===== src/rtl/spi_ctrl_pkg.sv =====
// Shared SPI control-path constants: frame layout, error codes, receiver FSM encoding.
// Pure definitions; no latency or flow control involved.
package spi_ctrl_pkg;

  localparam int FRAME_BITS = 16;
  localparam int RW_BIT     = 15;
  localparam int ADDR_MSB   = 14;
  localparam int ADDR_LSB   = 8;
  localparam int DATA_MSB   = 7;
  localparam int DATA_LSB   = 0;

  localparam logic [1:0] ERR_SHORT = 2'b01;
  localparam logic [1:0] ERR_LONG  = 2'b10;

  localparam logic [1:0] ST_ARM   = 2'd0;
  localparam logic [1:0] ST_IDLE  = 2'd1;
  localparam logic [1:0] ST_SHIFT = 2'd2;

  typedef struct packed {
    logic       rw;
    logic [6:0] addr;
    logic [7:0] data;
  } frame_t;

  function automatic frame_t decode_frame(input logic [FRAME_BITS-1:0] w);
    frame_t f;
    f.rw   = w[RW_BIT];
    f.addr = w[ADDR_MSB:ADDR_LSB];
    f.data = w[DATA_MSB:DATA_LSB];
    return f;
  endfunction

endpackage


===== src/rtl/spi_frame_rx_if.sv =====
// SPI pin bundle plus decoded-frame result bus for the SPI frame receiver.
// Pins are raw and asynchronous; result pulses carry no backpressure.
interface spi_frame_rx_if;
  logic       sck;
  logic       cs_n;
  logic       mosi;
  logic       frame_valid;
  logic       frame_rw;
  logic [6:0] frame_addr;
  logic [7:0] frame_data;
  logic       frame_err;
  logic [1:0] err_code;
  logic [7:0] frame_cnt;

  modport master (
    output sck, cs_n, mosi,
    input  frame_valid, frame_rw, frame_addr, frame_data, frame_err, err_code, frame_cnt
  );

  modport slave (
    input  sck, cs_n, mosi,
    output frame_valid, frame_rw, frame_addr, frame_data, frame_err, err_code, frame_cnt
  );
endinterface


===== src/rtl/sync_ff.sv =====
// Multi-flop synchronizer for one asynchronous pin, with a selectable reset value.
// Latency DEPTH clk cycles; no backpressure.
module sync_ff #(
  parameter int   DEPTH   = 2,
  parameter logic RST_VAL = 1'b0
) (
  input  logic clk,
  input  logic rst_n,
  input  logic d,
  output logic q
);

  logic [DEPTH-1:0] chain;

  always_ff @(posedge clk or negedge rst_n) begin
    if (!rst_n) chain <= {DEPTH{RST_VAL}};
    else        chain <= {chain[DEPTH-2:0], d};
  end

  assign q = chain[DEPTH-1];

endmodule


===== src/rtl/spi_frame_rx.sv =====
// SPI mode-0 frame receiver: syncs pins, assembles MSB-first frames, pulses valid/err on CS rise.
// Latency SYNC_STAGES+2 clk from CS high at the pin to the pulse; no backpressure (pulses are one-shot).
module spi_frame_rx #(
  parameter int SYNC_STAGES = 2,
  parameter int FRAME_BITS  = spi_ctrl_pkg::FRAME_BITS
) (
  input  logic           clk,
  input  logic           rst_n,
  spi_frame_rx_if.slave  bus
);
  import spi_ctrl_pkg::*;

  localparam int CW     = $clog2(FRAME_BITS + 1);
  localparam int SETTLE = SYNC_STAGES + 2;
  localparam int AW     = $clog2(SETTLE + 1);

  logic sck_s, cs_s, mosi_s;
  logic sck_h, cs_h, mosi_h;
  logic sck_rise, cs_fall, cs_rise;

  sync_ff #(.DEPTH(SYNC_STAGES), .RST_VAL(1'b0)) u_sync_sck (
    .clk(clk), .rst_n(rst_n), .d(bus.sck), .q(sck_s));
  sync_ff #(.DEPTH(SYNC_STAGES), .RST_VAL(1'b1)) u_sync_cs (
    .clk(clk), .rst_n(rst_n), .d(bus.cs_n), .q(cs_s));
  sync_ff #(.DEPTH(SYNC_STAGES), .RST_VAL(1'b0)) u_sync_mosi (
    .clk(clk), .rst_n(rst_n), .d(bus.mosi), .q(mosi_s));

  // Edge pulses are registered; mosi_h is delayed alongside so it lines up with sck_rise.
  always_ff @(posedge clk or negedge rst_n) begin
    if (!rst_n) begin
      sck_h    <= 1'b0;
      cs_h     <= 1'b1;
      mosi_h   <= 1'b0;
      sck_rise <= 1'b0;
      cs_fall  <= 1'b0;
      cs_rise  <= 1'b0;
    end else begin
      sck_h    <= sck_s;
      cs_h     <= cs_s;
      mosi_h   <= mosi_s;
      sck_rise <= sck_s & ~sck_h;
      cs_fall  <= ~cs_s & cs_h;
      cs_rise  <= cs_s & ~cs_h;
    end
  end

  logic [1:0]            state;
  logic [AW-1:0]         arm_cnt;
  logic [FRAME_BITS-1:0] shift_reg;
  logic [CW-1:0]         bit_cnt;
  logic                  ovf;
  logic                  valid_q, err_q;
  logic [1:0]            err_code_q;
  frame_t                frame_q;
  logic [7:0]            cnt_q;
  logic                  arm_done;

  // The sync chains reset to "idle" values, so ARM waits for the real pin level
  // to reach the edge detectors before trusting a high CS.
  assign arm_done = (arm_cnt == AW'(SETTLE));

  always_ff @(posedge clk or negedge rst_n) begin
    if (!rst_n) begin
      state      <= ST_ARM;
      arm_cnt    <= '0;
      shift_reg  <= '0;
      bit_cnt    <= '0;
      ovf        <= 1'b0;
      valid_q    <= 1'b0;
      err_q      <= 1'b0;
      err_code_q <= 2'b00;
      frame_q    <= '0;
      cnt_q      <= 8'd0;
    end else begin
      valid_q <= 1'b0;
      err_q   <= 1'b0;
      case (state)
        ST_ARM: begin
          if (!arm_done)                        arm_cnt <= arm_cnt + AW'(1);
          else if (cs_s && cs_h && !cs_fall)    state   <= ST_IDLE;
        end
        ST_IDLE: begin
          if (cs_fall) begin
            state   <= ST_SHIFT;
            bit_cnt <= '0;
            ovf     <= 1'b0;
          end
        end
        ST_SHIFT: begin
          // cs_rise takes priority; a coincident sck edge is dropped
          if (cs_rise) begin
            state <= ST_IDLE;
            if (bit_cnt == CW'(FRAME_BITS) && !ovf) begin
              frame_q <= decode_frame(shift_reg);
              valid_q <= 1'b1;
              cnt_q   <= cnt_q + 8'd1;
            end else begin
              err_q      <= 1'b1;
              err_code_q <= ovf ? ERR_LONG : ERR_SHORT;
            end
          end else if (sck_rise) begin
            shift_reg <= {shift_reg[FRAME_BITS-2:0], mosi_h};
            if (bit_cnt == CW'(FRAME_BITS)) ovf     <= 1'b1;
            else                            bit_cnt <= bit_cnt + CW'(1);
          end
        end
        default: state <= ST_ARM;
      endcase
    end
  end

  assign bus.frame_valid = valid_q;
  assign bus.frame_err   = err_q;
  assign bus.err_code    = err_code_q;
  assign bus.frame_rw    = frame_q.rw;
  assign bus.frame_addr  = frame_q.addr;
  assign bus.frame_data  = frame_q.data;
  assign bus.frame_cnt   = cnt_q;

endmodule


===== src/flat_wrapper.sv =====
// flat-port wrapper written by rule: the top's interface ports become plain ports
module spi_frame_rx_flat import spi_ctrl_pkg::*;
#(
  parameter int SYNC_STAGES = 2,
  parameter int FRAME_BITS  = spi_ctrl_pkg::FRAME_BITS
)
  (clk, rst_n, bus_sck, bus_cs_n, bus_mosi, bus_frame_valid, bus_frame_rw, bus_frame_addr, bus_frame_data, bus_frame_err, bus_err_code, bus_frame_cnt);
  spi_frame_rx_if bus_i ();
  input  logic clk;
  input  logic rst_n;
  input wire logic [$bits(bus_i.sck)-1:0] bus_sck;
  input wire logic [$bits(bus_i.cs_n)-1:0] bus_cs_n;
  input wire logic [$bits(bus_i.mosi)-1:0] bus_mosi;
  output wire logic [$bits(bus_i.frame_valid)-1:0] bus_frame_valid;
  output wire logic [$bits(bus_i.frame_rw)-1:0] bus_frame_rw;
  output wire logic [$bits(bus_i.frame_addr)-1:0] bus_frame_addr;
  output wire logic [$bits(bus_i.frame_data)-1:0] bus_frame_data;
  output wire logic [$bits(bus_i.frame_err)-1:0] bus_frame_err;
  output wire logic [$bits(bus_i.err_code)-1:0] bus_err_code;
  output wire logic [$bits(bus_i.frame_cnt)-1:0] bus_frame_cnt;
  assign bus_i.sck = bus_sck;
  assign bus_i.cs_n = bus_cs_n;
  assign bus_i.mosi = bus_mosi;
  assign bus_frame_valid = bus_i.frame_valid;
  assign bus_frame_rw = bus_i.frame_rw;
  assign bus_frame_addr = bus_i.frame_addr;
  assign bus_frame_data = bus_i.frame_data;
  assign bus_frame_err = bus_i.frame_err;
  assign bus_err_code = bus_i.err_code;
  assign bus_frame_cnt = bus_i.frame_cnt;
  spi_frame_rx #(.SYNC_STAGES(SYNC_STAGES), .FRAME_BITS(FRAME_BITS)) u_core (.clk(clk), .rst_n(rst_n), .bus(bus_i));
endmodule

===== config.mk =====
export PLATFORM = sky130hd
export DESIGN_NAME = spi_frame_rx_flat
export DESIGN_NICKNAME = d
export VERILOG_FILES = /design/src/rtl/spi_ctrl_pkg.sv /design/src/rtl/spi_frame_rx_if.sv /design/src/rtl/sync_ff.sv /design/src/rtl/spi_frame_rx.sv /design/src/flat_wrapper.sv
export SDC_FILE = /design/constraint.sdc
export NUM_CORES = 1
export LEC_CHECK = 0
export ABC_AREA = 1
export CAP_MARGIN = 20
export CORE_ASPECT_RATIO = 0.75
export CORE_MARGIN = 2
export CORE_UTILIZATION = 30
export DETAILED_ROUTE_END_ITERATION = 8
export HOLD_SLACK_MARGIN = 0.05
export REMOVE_ABC_BUFFERS = 1
export SETUP_SLACK_MARGIN = 0.3
export SYNTH_ARGS = -nofsm -noshare
export SYNTH_HDL_FRONTEND = slang
export SYNTH_HIERARCHICAL = 1
export SYNTH_SLANG_ARGS = --single-unit

===== constraint.sdc =====
create_clock -name clk -period 2.5 [get_ports clk]
set_input_delay 0.625 -clock clk [delete_from_list [all_inputs] [get_ports clk]]
set_output_delay 0.625 -clock clk [all_outputs]
set_load 0.01 [all_outputs]

==> flow_summary.json <==
{
  "dpl_worst_slack_ns": 0.642,
  "ys_warn_count": 6,
  "path_cells": "clkdlybuf4s50_1",
  "tritoncts": "done",
  "ir_drop_v": 0.000363,
  "largest_register_ffs": 16,
  "fin_nets": 345,
  "worstPathArrival_ns": 1.32,
  "cts_buffer_depth": 2,
  "finalCritPeriodShare": 0.780,
  "antenna_found_initial": 0,
  "final_util": 0.403,
  "gp_congestion": 0.753,
  "p_per_area_nw_per_um2": 839,
  "synthCells": 295,
  "maxSlewViolCount": 0,
  "synth.distinct_cells": 24,
  "drc": 0,
  "async_flop_share": 1.00,
  "dr.first_iter.drc_count": 104,
  "vias": 1941,
  "worstPathMaxFanout": 5,
  "finalHoldViolCount": 0,
  "core_area_sq_um": 9160,
  "clock-sinks": 67,
  "port_buffers": 32,
  "p_clk_frac": 0.504,
  "start_kind": "register",
  "die_w_microns": 117,
  "critPathBufInv": 1,
  "p_seq_frac": 0.393,
  "initial_core_util": 0.312,
  "ys_seq_area_frac": 0.589,
  "status": "finished, final reports clean",
  "antenna_cells": 0,
  "die-area_sq_um": 10300,
  "rr_startpoint": "u_core/bit_cnt[0]",
  "layout-drive-gt1-share": 0.176,
  "viasPerCell": 4.15,
  "clock-root-buffer": "clkbuf_16",
  "synthesis.area_sq_um": 2850,
  "max_cap_viol_count": 0,
  "switching_share": 0.234,
  "htree_levels": 3,
  "p_int_mw": 2.37,
  "crit_required_ns": 1.88,
  "rr_worst_depth": 9,
  "comb_power_share": 0.103,
  "synth_area_per_cell_sq_um": 9.67,
  "path_clk_slew_ns": 0.05,
  "die-height_microns": 88.5,
  "grt_pass1_wl_microns": 8800,
  "synth_edf_count": 0,
  "p_sw_mw": 0.725,
  "slew_headroom": 0.486,
  "fin_ws_ns": 0.551,
  "hpwl_microns": 3390,
  "crit_path_end_kind": "output port",
  "antenna_left": 0,
  "numCtsBuffers": 9,
  "grt_pass1_vias": 1901,
  "wl_per_cell_microns": 10.6,
  "power_leakage_nw": 1.71,
  "ys_ff_latch": 67,
  "critical_path_cell_count": 1,
  "rsz0062_at_grt": "false",
  "grt.total_usage": 0.112,
  "grt_remaining_overflow": 0,
  "path_class": "register to output port",
  "synth-main-ff-cell": "dfrtp_1",
  "tightest_slew_ns": 0.770,
  "holdBufCountCts": 0,
  "clkLatencyLatePin_ns": 0.33,
  "critical_path.max_stage_delay_ns": 0.57,
  "finalSetupViolCount": 0,
  "crit_start": "u_core/bus.frame_cnt[4]",
  "fin_crit_ns": 1.95,
  "rows": 30,
  "hold_path.class": "input pin to async pin",
  "grt_max_degree": 33,
  "firstDrtPassIters": 4,
  "post-cts-setup-buffers": 0,
  "ctsResizeCount": 0,
  "pin_count": 33,
  "crit_slowest_cell": "clkdlybuf4s50_1",
  "max_freq_mhz": 513,
  "area_growth_pct": 29.2,
  "wirelength_microns": 4950,
  "setup-tns-final_ns": 0,
  "fin_worst_skew_ns": 0.00388,
  "critPathTopFamily": "buffers and inverters"
}
-- through the flow --
step,instances,cell area (sq um),total power [mW],hold WS (ns)
floorplan,288,2790,1.43,0.329
global placement,452,3310,1.55,0.333
detailed placement,452,3310,1.56,0.339
CTS,468,3690,3.14,0.272
global route,468,3690,3.24,0.294
finish,468,3690,3.10,0.263
-- Yosys cell counts, types with 2 or more instances --
cell      number  area (sq um)
nand2_1       80           300
dfrtp_1       64          1600
inv_1         36           135
nor2_1        18          67.6
o21ai_0       17          85.1
o21ai_2       15           131
nand2_2       14          87.6
nand3_1       13          65.1
ha_1           5          62.6
buf_6          4          45.0
nand3b_1       4          30.0
dfstp_2        3          78.8
nor2_4         3          33.8
xnor2_1        3          26.3
xor2_1         3          26.3
a21oi_1        2          10.0
buf_2          2          10.0
inv_2          2          7.51
nand4_1        2          12.5
-- cell usage in the layout, fill, tap and decap left out, drive strengths merged, types with 2 or more instances in the layout --
cell           count
a21oi              2
buf                5
bufinv             4
clkbuf            10
clkdlybuf4s50     31
dfrtp             64
dfstp              3
ha                 5
inv               38
nand2             95
nand3             14
nand3b             4
nand4              2
nor2              21
o21ai             32
xnor2              3
xor2               3
-- power by group through the flow --
stage / clock (mW) / combinational [mW] / sequential (mW)
after CTS: 1.59 / 0.325 / 1.22
after global routing: 1.64 / 0.368 / 1.23
final: 1.56 / 0.319 / 1.22
after detailed placement: 0 / 0.323 / 1.24
after global placement: 0 / 0.318 / 1.23
after floorplan: 0 / 0.201 / 1.23
-- worst paths after layout --
kind | end | slack (ns)
setup / recovery | bus_frame_cnt[4] | 0.55
hold / removal | u_core/u_sync_mosi/chain[0] | 0.26
setup reg to reg | u_core/bus.frame_data[0] | 0.63
hold reg to reg | u_core/mosi_h | 0.35
max in group asynchronous | u_core/bit_cnt[4] | 1.66
min in group clk | u_core/mosi_h | 0.35
-- cell type report --
cell class / count / area [sq um]
fillers: 911 / 5470
flip-flops and latches: 67 / 1680
multi-input cells: 183 / 971
repair buffers: 36 / 358
clock buffers: 10 / 239
well taps: 128 / 160
inverters: 38 / 143
clock inverters: 6 / 136
-- routing by layer --
metal,vias to the layer above,part of all wire,GRT usage
li1,1004,-,-
met3,4,0.054,0.0507
met2,36,0.41,0.159
met5,-,0,0
met4,0,0.0061,0.0289
met1,897,0.53,0.156
-- logic make-up (layout without fill, tap and decap cells) --
logic type,after synthesis,after routing,share of synthesized area
and+or+nand+nor,137,137,0.218
DFF,67,67,0.589
buffers and inverters,45,90,0.0710
AOI/OAI and AO/OA,35,35,0.0815
xor gates and xnor gates,6,6,0.0184
adders and majority gates,5,5,0.0219
Note: power is estimated with default switching activity, not from simulation.
